$ cat src/rtl/rd_req_svc_pkg.sv
// Shared types and frame-format constants for the read-request servicer.
// Header layout: bit 7 marker, bit 6 timeout, bit 5 overflow, bits 3:0 group id.
package rd_req_svc_pkg;

  localparam int DEF_TOTAL_UART       = 8;
  localparam int DEF_TOTAL_GPIO_CTRLS = 8;
  localparam int DEF_MAX_LEN          = 16;
  localparam int DEF_TIMEOUT          = 255;

  localparam int HDR_MARK = 7;
  localparam int HDR_TMO  = 6;
  localparam int HDR_OVF  = 5;

  typedef enum logic [2:0] {
    ST_IDLE,
    ST_READ,
    ST_HDR,
    ST_LEN,
    ST_PAYLOAD,
    ST_ACK
  } state_e;

  function automatic int grp_count(input int n_uart, input int n_gpio);
    return ((n_uart + 3) >> 2) + ((n_gpio + 3) >> 2);
  endfunction

  function automatic logic [7:0] make_hdr(input logic tmo, input logic ovf, input logic [3:0] id);
    logic [7:0] h;
    h           = 8'h00;
    h[HDR_MARK] = 1'b1;
    h[HDR_TMO]  = tmo;
    h[HDR_OVF]  = ovf;
    h[3:0]      = id;
    return h;
  endfunction

endpackage

$ cat src/rtl/rd_payload_buf.sv
// Payload store: synchronous write port, registered read port (data one cycle after rd_en_i).
// No flow control; read data holds while rd_en_i is low.
module rd_payload_buf #(
  parameter int DEPTH = 16,
  parameter int AW    = 4
) (
  input  logic          clk,
  input  logic          rst_n,
  input  logic          wr_en_i,
  input  logic [AW-1:0] wr_addr_i,
  input  logic [7:0]    wr_data_i,
  input  logic          rd_en_i,
  input  logic [AW-1:0] rd_addr_i,
  output logic [7:0]    rd_data_o
);

  logic [7:0] mem_q [DEPTH];
  logic [7:0] rd_data_q;

  always_ff @(posedge clk) begin
    if (wr_en_i) mem_q[wr_addr_i] <= wr_data_i;
  end

  always_ff @(posedge clk or negedge rst_n) begin
    if (!rst_n)       rd_data_q <= 8'h00;
    else if (rd_en_i) rd_data_q <= mem_q[rd_addr_i];
  end

  assign rd_data_o = rd_data_q;

endmodule

$ cat src/rtl/rd_req_svc.sv
// Drains one peripheral group into a local buffer, then streams header/length/payload to the host.
// grp_rd_en 1 cycle after rd_req; HDR 1 cycle after the last beat; stream stalls on tx_ready=0.
module rd_req_svc
  import rd_req_svc_pkg::*;
#(
  parameter int TOTAL_UART       = DEF_TOTAL_UART,
  parameter int TOTAL_GPIO_CTRLS = DEF_TOTAL_GPIO_CTRLS,
  parameter int TOTAL_GRP        = grp_count(TOTAL_UART, TOTAL_GPIO_CTRLS),
  parameter int MAX_LEN          = DEF_MAX_LEN,
  parameter int TIMEOUT          = DEF_TIMEOUT
) (
  input  logic                 clk,
  input  logic                 rst_n,
  input  logic                 rd_req,
  input  logic [TOTAL_GRP-1:0] rd_slave_id,
  output logic                 rd_req_ack,
  output logic [TOTAL_GRP-1:0] grp_sel,
  output logic                 grp_rd_en,
  input  logic                 grp_rd_valid,
  input  logic [7:0]           grp_rd_data,
  input  logic                 grp_rd_last,
  output logic [7:0]           tx_data,
  output logic                 tx_valid,
  input  logic                 tx_ready,
  output logic                 tx_last
);

  localparam int AW  = (MAX_LEN > 1) ? $clog2(MAX_LEN) : 1;
  localparam int TW  = $clog2(TIMEOUT + 1);
  localparam int IDW = (TOTAL_GRP < 4) ? TOTAL_GRP : 4;
  localparam logic [7:0]    MAX_LEN_B = 8'(MAX_LEN);
  localparam logic [TW-1:0] TMO_LOAD  = TW'(TIMEOUT);

  state_e                 state_q;
  logic [TOTAL_GRP-1:0]   grp_sel_q;
  logic                   grp_rd_en_q;
  logic [7:0]             cnt_q;
  logic [TW-1:0]          tmr_q;
  logic [7:0]             idx_q;
  logic [7:0]             tx_byte_q;
  logic                   tx_valid_q;
  logic                   tx_last_q;
  logic                   ack_q;

  logic [3:0]    id_nib;
  logic [7:0]    cnt_inc;
  logic          hit_max;
  logic          buf_wr_en;
  logic          buf_rd_en;
  logic [AW-1:0] buf_rd_addr;
  logic [7:0]    buf_rd_data;

  assign id_nib  = 4'(grp_sel_q[IDW-1:0]);
  assign cnt_inc = cnt_q + 8'd1;
  assign hit_max = (cnt_inc == MAX_LEN_B);

  // Prefetch the next payload byte on every accepted byte so the stream has no bubbles.
  assign buf_wr_en   = (state_q == ST_READ) && grp_rd_valid;
  assign buf_rd_en   = tx_ready && (((state_q == ST_LEN) && (cnt_q != 8'd0)) ||
                                    ((state_q == ST_PAYLOAD) && !tx_last_q));
  assign buf_rd_addr = (state_q == ST_LEN) ? '0 : AW'(idx_q + 8'd1);

  rd_payload_buf #(
    .DEPTH (MAX_LEN),
    .AW    (AW)
  ) u_buf (
    .clk       (clk),
    .rst_n     (rst_n),
    .wr_en_i   (buf_wr_en),
    .wr_addr_i (cnt_q[AW-1:0]),
    .wr_data_i (grp_rd_data),
    .rd_en_i   (buf_rd_en),
    .rd_addr_i (buf_rd_addr),
    .rd_data_o (buf_rd_data)
  );

  always_ff @(posedge clk or negedge rst_n) begin
    if (!rst_n) begin
      state_q     <= ST_IDLE;
      grp_sel_q   <= '0;
      grp_rd_en_q <= 1'b0;
      cnt_q       <= 8'd0;
      tmr_q       <= '0;
      idx_q       <= 8'd0;
      tx_byte_q   <= 8'd0;
      tx_valid_q  <= 1'b0;
      tx_last_q   <= 1'b0;
      ack_q       <= 1'b0;
    end else begin
      ack_q <= 1'b0;
      case (state_q)
        ST_IDLE: begin
          if (rd_req) begin
            grp_sel_q   <= rd_slave_id;
            cnt_q       <= 8'd0;
            tmr_q       <= TMO_LOAD;
            grp_rd_en_q <= 1'b1;
            state_q     <= ST_READ;
          end
        end
        ST_READ: begin
          if (grp_rd_valid) begin
            cnt_q <= cnt_inc;
            tmr_q <= TMO_LOAD;
            if (grp_rd_last || hit_max) begin
              grp_rd_en_q <= 1'b0;
              tx_valid_q  <= 1'b1;
              tx_last_q   <= 1'b0;
              tx_byte_q   <= make_hdr(1'b0, !grp_rd_last, id_nib);
              state_q     <= ST_HDR;
            end
          end else if (tmr_q <= TW'(1)) begin
            tmr_q       <= '0;
            grp_rd_en_q <= 1'b0;
            tx_valid_q  <= 1'b1;
            tx_last_q   <= 1'b0;
            tx_byte_q   <= make_hdr(1'b1, 1'b0, id_nib);
            state_q     <= ST_HDR;
          end else begin
            tmr_q <= tmr_q - TW'(1);
          end
        end
        ST_HDR: begin
          if (tx_ready) begin
            tx_byte_q <= cnt_q;
            tx_last_q <= (cnt_q == 8'd0);
            state_q   <= ST_LEN;
          end
        end
        ST_LEN: begin
          if (tx_ready) begin
            if (cnt_q == 8'd0) begin
              tx_valid_q <= 1'b0;
              tx_last_q  <= 1'b0;
              tx_byte_q  <= 8'd0;
              ack_q      <= 1'b1;
              state_q    <= ST_ACK;
            end else begin
              idx_q     <= 8'd0;
              tx_last_q <= (cnt_q == 8'd1);
              state_q   <= ST_PAYLOAD;
            end
          end
        end
        ST_PAYLOAD: begin
          if (tx_ready) begin
            if (tx_last_q) begin
              tx_valid_q <= 1'b0;
              tx_last_q  <= 1'b0;
              tx_byte_q  <= 8'd0;
              ack_q      <= 1'b1;
              state_q    <= ST_ACK;
            end else begin
              idx_q     <= idx_q + 8'd1;
              tx_last_q <= ((idx_q + 8'd2) == cnt_q);
            end
          end
        end
        ST_ACK:  state_q <= ST_IDLE;
        default: state_q <= ST_IDLE;
      endcase
    end
  end

  assign rd_req_ack = ack_q;
  assign grp_sel    = grp_sel_q;
  assign grp_rd_en  = grp_rd_en_q;
  assign tx_valid   = tx_valid_q;
  assign tx_last    = tx_last_q;
  assign tx_data    = (state_q == ST_PAYLOAD) ? buf_rd_data : tx_byte_q;

endmodule

$ cat config.mk
export PLATFORM = sky130hd
export DESIGN_NAME = rd_req_svc
export DESIGN_NICKNAME = d
export VERILOG_FILES = /design/src/rtl/rd_req_svc_pkg.sv /design/src/rtl/rd_payload_buf.sv /design/src/rtl/rd_req_svc.sv
export SDC_FILE = /design/constraint.sdc
export NUM_CORES = 1
export LEC_CHECK = 0
export CORE_MARGIN = 2
export CORE_UTILIZATION = 30
export DETAILED_ROUTE_END_ITERATION = 7
export GPL_TIMING_DRIVEN = 0
export PLACE_DENSITY = 0.47
export SLEW_MARGIN = 15
export SYNTH_ARGS = -nofsm -noshare
export SYNTH_HDL_FRONTEND = slang
export SYNTH_SLANG_ARGS = --single-unit
$ cat constraint.sdc
create_clock -name clk -period 2.9 [get_ports clk]
set_clock_uncertainty 0.05 [all_clocks]
set_input_delay 0.435 -clock clk [delete_from_list [all_inputs] [get_ports clk]]
set_output_delay 0.435 -clock clk [all_outputs]
set_load 0.03 [all_outputs]
==> flow_metrics.py <==
metrics = {
    "run_status": {
        "status": "finished with violations",
        "violations": "negative hold slack",
    },
    "synthesis": {
        "synth_area_leaders": "edfxtp_1 47%, dfrtp_1 16%, nand2_1 4.5%, nor2_1 2.3%, mux2i_1 2.1%",
        "avgSynthCellArea_sq_um": 12.3,
        "yosysTopAreaCell": "edfxtp_1",
        "synthCells": 663,
        "synth-seq-cells": 179,
        "synth_edf_count": 128,
        "synthTopCellsByCount": "128 x edfxtp_1, 97 x nand2_1, 51 x dfrtp_1, 51 x nor2_1, 27 x o21ai_0",
        "synth_cell_types": 66,
        "netlist_area_sq_um": 8160,
        "yosysMostFrequentCell": "edfxtp_1",
        "synth_top_area_share": 0.471,
        "synth_nets": 689,
        "synth_warnings": 0,
        "synth_seq_area_share": 0.627,
        "synth_flop_cell": "edfxtp_1",
        "async_flop_share": 0.285,
    },
    "pwr": {
        "pwr-share-comb": 0.369,
        "cell_internal_pwr_mw": 5.50,
        "p_leak_nw": 3.41,
        "power.switching_mw": 3.32,
        "switching_share": 0.377,
        "p_clk_frac": 0.264,
        "ir_drop_mv": 0.318,
        "p_per_area_nw_per_um2": 920,
        "seq_power_share": 0.367,
    },
    "route": {
        "num_vias": 5584,
        "ant_nets": 0,
        "wirelength_um": 21600,
        "drc": 0,
        "drt-initial-drc-count": 393,
        "drt-pass1-iter-count": 5,
        "via_per_inst": 5.23,
        "wl_per_cell_um": 20.2,
    },
    "cts": {
        "cts-htree-levels": 4,
        "cts_buffer_depth": 2,
        "clkSinkCount": 179,
        "worstSkewPairLatency_ns": 0.44,
        "postCtsSetupRepairBufs": 0,
        "cts_root_buf": "clkbuf_16",
        "clkTransAtPathRegs_ns": 0.07,
        "cts_tree": "yes",
        "cts_made_buffers": 17,
    },
    "grt": {
        "antenna_found_initial": 0,
        "grtUsageMet3": 0.0299,
        "busiest_layer": "met2",
        "grt_max_degree": 52,
        "grtUsageMet2": 0.265,
        "grt_pass1_wl_um": 33400,
        "grt_pass1_vias": 5635,
        "grt_overflow": 0,
        "grt_util_met1": 0.200,
        "grtUsageTotal": 0.156,
    },
    "timing": {
        "rsz0062_at_grt": "true",
        "hold_violations": 2,
        "fmax_mhz": 345,
        "tightestPinTransition_ns": 1.01,
        "fin_ws_ns": 0.00187,
        "slew_viol_final": 0,
        "min_period_ns": 2.90,
        "final-setup-viol-count": 0,
        "period_share": 0.999,
        "slew-limit-headroom": 0.323,
        "hold_slack_ns": -0.000369,
    },
    "place": {
        "place_inst": 1037,
        "dpl_cell_area_sq_um": 8920,
        "dpl.hpwl_um": 15100,
        "numPortBuffers": 32,
        "dpl_worst_slack_ns": -0.313,
        "place.gp.congestion": 0.783,
    },
    "floorplan": {
        "dieArea_sq_um": 28500,
        "rows": 60,
        "ios": 34,
        "start_util": 0.304,
        "die_h_um": 169,
        "die_width_um": 169,
        "core_sq_um": 26800,
    },
    "worst_setup_path": {
        "crit_required_ns": 2.41,
        "rr_worst_depth": 5,
        "cp-end-kind": "output port",
        "crit_fanout": 10,
        "path_common_cell": "nand2_1",
        "crit_chain": "nor3b_2, clkbuf_4, nand2_1, nand2_1, clkdlybuf4s50_1",
        "critPathBufInv": 2,
        "cp-start-kind": "register",
        "cp_slowest_cell": "clkdlybuf4s50_1",
        "worst-path-stages": 5,
        "criticalPathCategory": "register to output port",
        "crit_path_max_incr_delay_ns": 0.67,
        "crit_family": "buffers and inverters",
        "arrival_ns": 2.41,
    },
    "layout": {
        "multi_input_area_sq_um": 2880,
        "fillers": 2598,
        "n_antenna_cell": 0,
        "area_delta_synth_final_pct": 17.5,
        "design_area_sq_um": 9590,
        "fin_util": 0.358,
        "stdcell_count": 1068,
        "fin_nets": 740,
        "drive_above_1_share": 0.128,
        "regArea_sq_um": 5120,
    },
    "run": {
        "cap_violations": 0,
    },
    "min_path": {
        "hold_class": "input port to asynchronous set/reset pin",
    },
}
==> per-stage QoR <==
step	power, mW	TNS (ns)
after CTS	8.87	0
after floorplan	5.38	0
after global placement	6.45	-22.09
after detailed placement	6.51	-1.20
after global routing	9.28	-2.25
final	8.82	0
==> layer usage <==
metal | vias up | part of all wire
li1 | 2591 | -
met1 | 2804 | 0.44
met2 | 156 | 0.50
met3 | 33 | 0.044
met4 | 0 | 0.022
met5 | - | 0
==> power groups by stage <==
stage	sequential, mW	combinational (mW)	clock [mW]
global route	3.27	3.54	2.47
global placement	3.27	3.18	0
finish	3.24	3.25	2.33
floorplan	3.28	2.09	0
detailed placement	3.28	3.23	0
CTS	3.23	3.26	2.38
==> layout make-up <==
type,count,share of cell area
timing repair buffer,33,0.0343
buffer,39,0.0213
tap,341,0.0445
clock buffer,18,0.0448
multi-input combinational,435,0.300
clock inverter,14,0.0171
inverter,9,0.00352
sequential,179,0.534
==> flip-flops by register name (all words and copies together) (netlist names) <==
signal           flops
rd_req_ack           1
grp_rd_en            1
tx_valid             1
cnt_q                8
u_buf.mem_q        128
state_q              3
tx_byte_q            8
idx_q                8
tx_last              1
grp_sel              4
u_buf.rd_data_o      8
tmr_q                8
==> worst paths after layout <==
path,end,from,slack [ns]
setup / recovery,tx_data[0],state_q[0]$_DFFE_PN0P_,0.002
hold / removal,cnt_q[7]$_DFFE_PN0P_,rst_n,-0.0004
hold reg to reg,grp_rd_en$_DFFE_PN0P_,grp_rd_en$_DFFE_PN0P_,0.45
setup reg to reg,u_buf.mem_q[9][3]$_DFFE_PP_,state_q[2]$_DFFE_PN0P_,0.15
min in group clk,grp_rd_en$_DFFE_PN0P_,grp_rd_en$_DFFE_PN0P_,0.45
max in group asynchronous,idx_q[0]$_DFFE_PN0P_,rst_n,2.27
==> cell usage in the layout, fill, tap and decap left out, drive strengths merged, types with 4 or more instances in the layout <==
cell and n:
a31oi 6, o22ai 8, o22a 5, a311oi 5
nand3 6, o21ai 32, nand2 98, xnor2 7
buf 17, mux2 8, o31ai 6, clkbuf 42
edfxtp 128, o221ai 8, a211o 5, xor2 9
a211oi 18, or3 5, nor4 4, o221a 5
clkdlybuf4s50 24, nand4 7, dfrtp 51, clkinv 6
nor2 52, mux4 6, a22o 5, a32oi 8
mux2i 17, inv 16, a21oi 23, dlymetal6s2s 4
and3 5, ha 8, nor3 13, and2 13
nand2b 8, or4 4
==> cell families (layout without fill, tap and decap cells) <==
| kind of cell | count (synthesis) | in the layout | synth area share |
|---|---|---|---|
| buf+inv | 49 | 113 | 0.0282 |
| flops | 179 | 179 | 0.627 |
| xor+xnor | 16 | 16 | 0.0172 |
| simple gates | 231 | 231 | 0.134 |
| mux | 31 | 31 | 0.0517 |
| fa+ha+maj | 8 | 8 | 0.0123 |
| compound gates | 149 | 149 | 0.129 |
==> timing repair <==
action	CTS	global route
hold buffers	0	0
resized for setup	14	16
setup endpoints to repair	16	85
No activity file was read; power rests on OpenSTA's default activity.
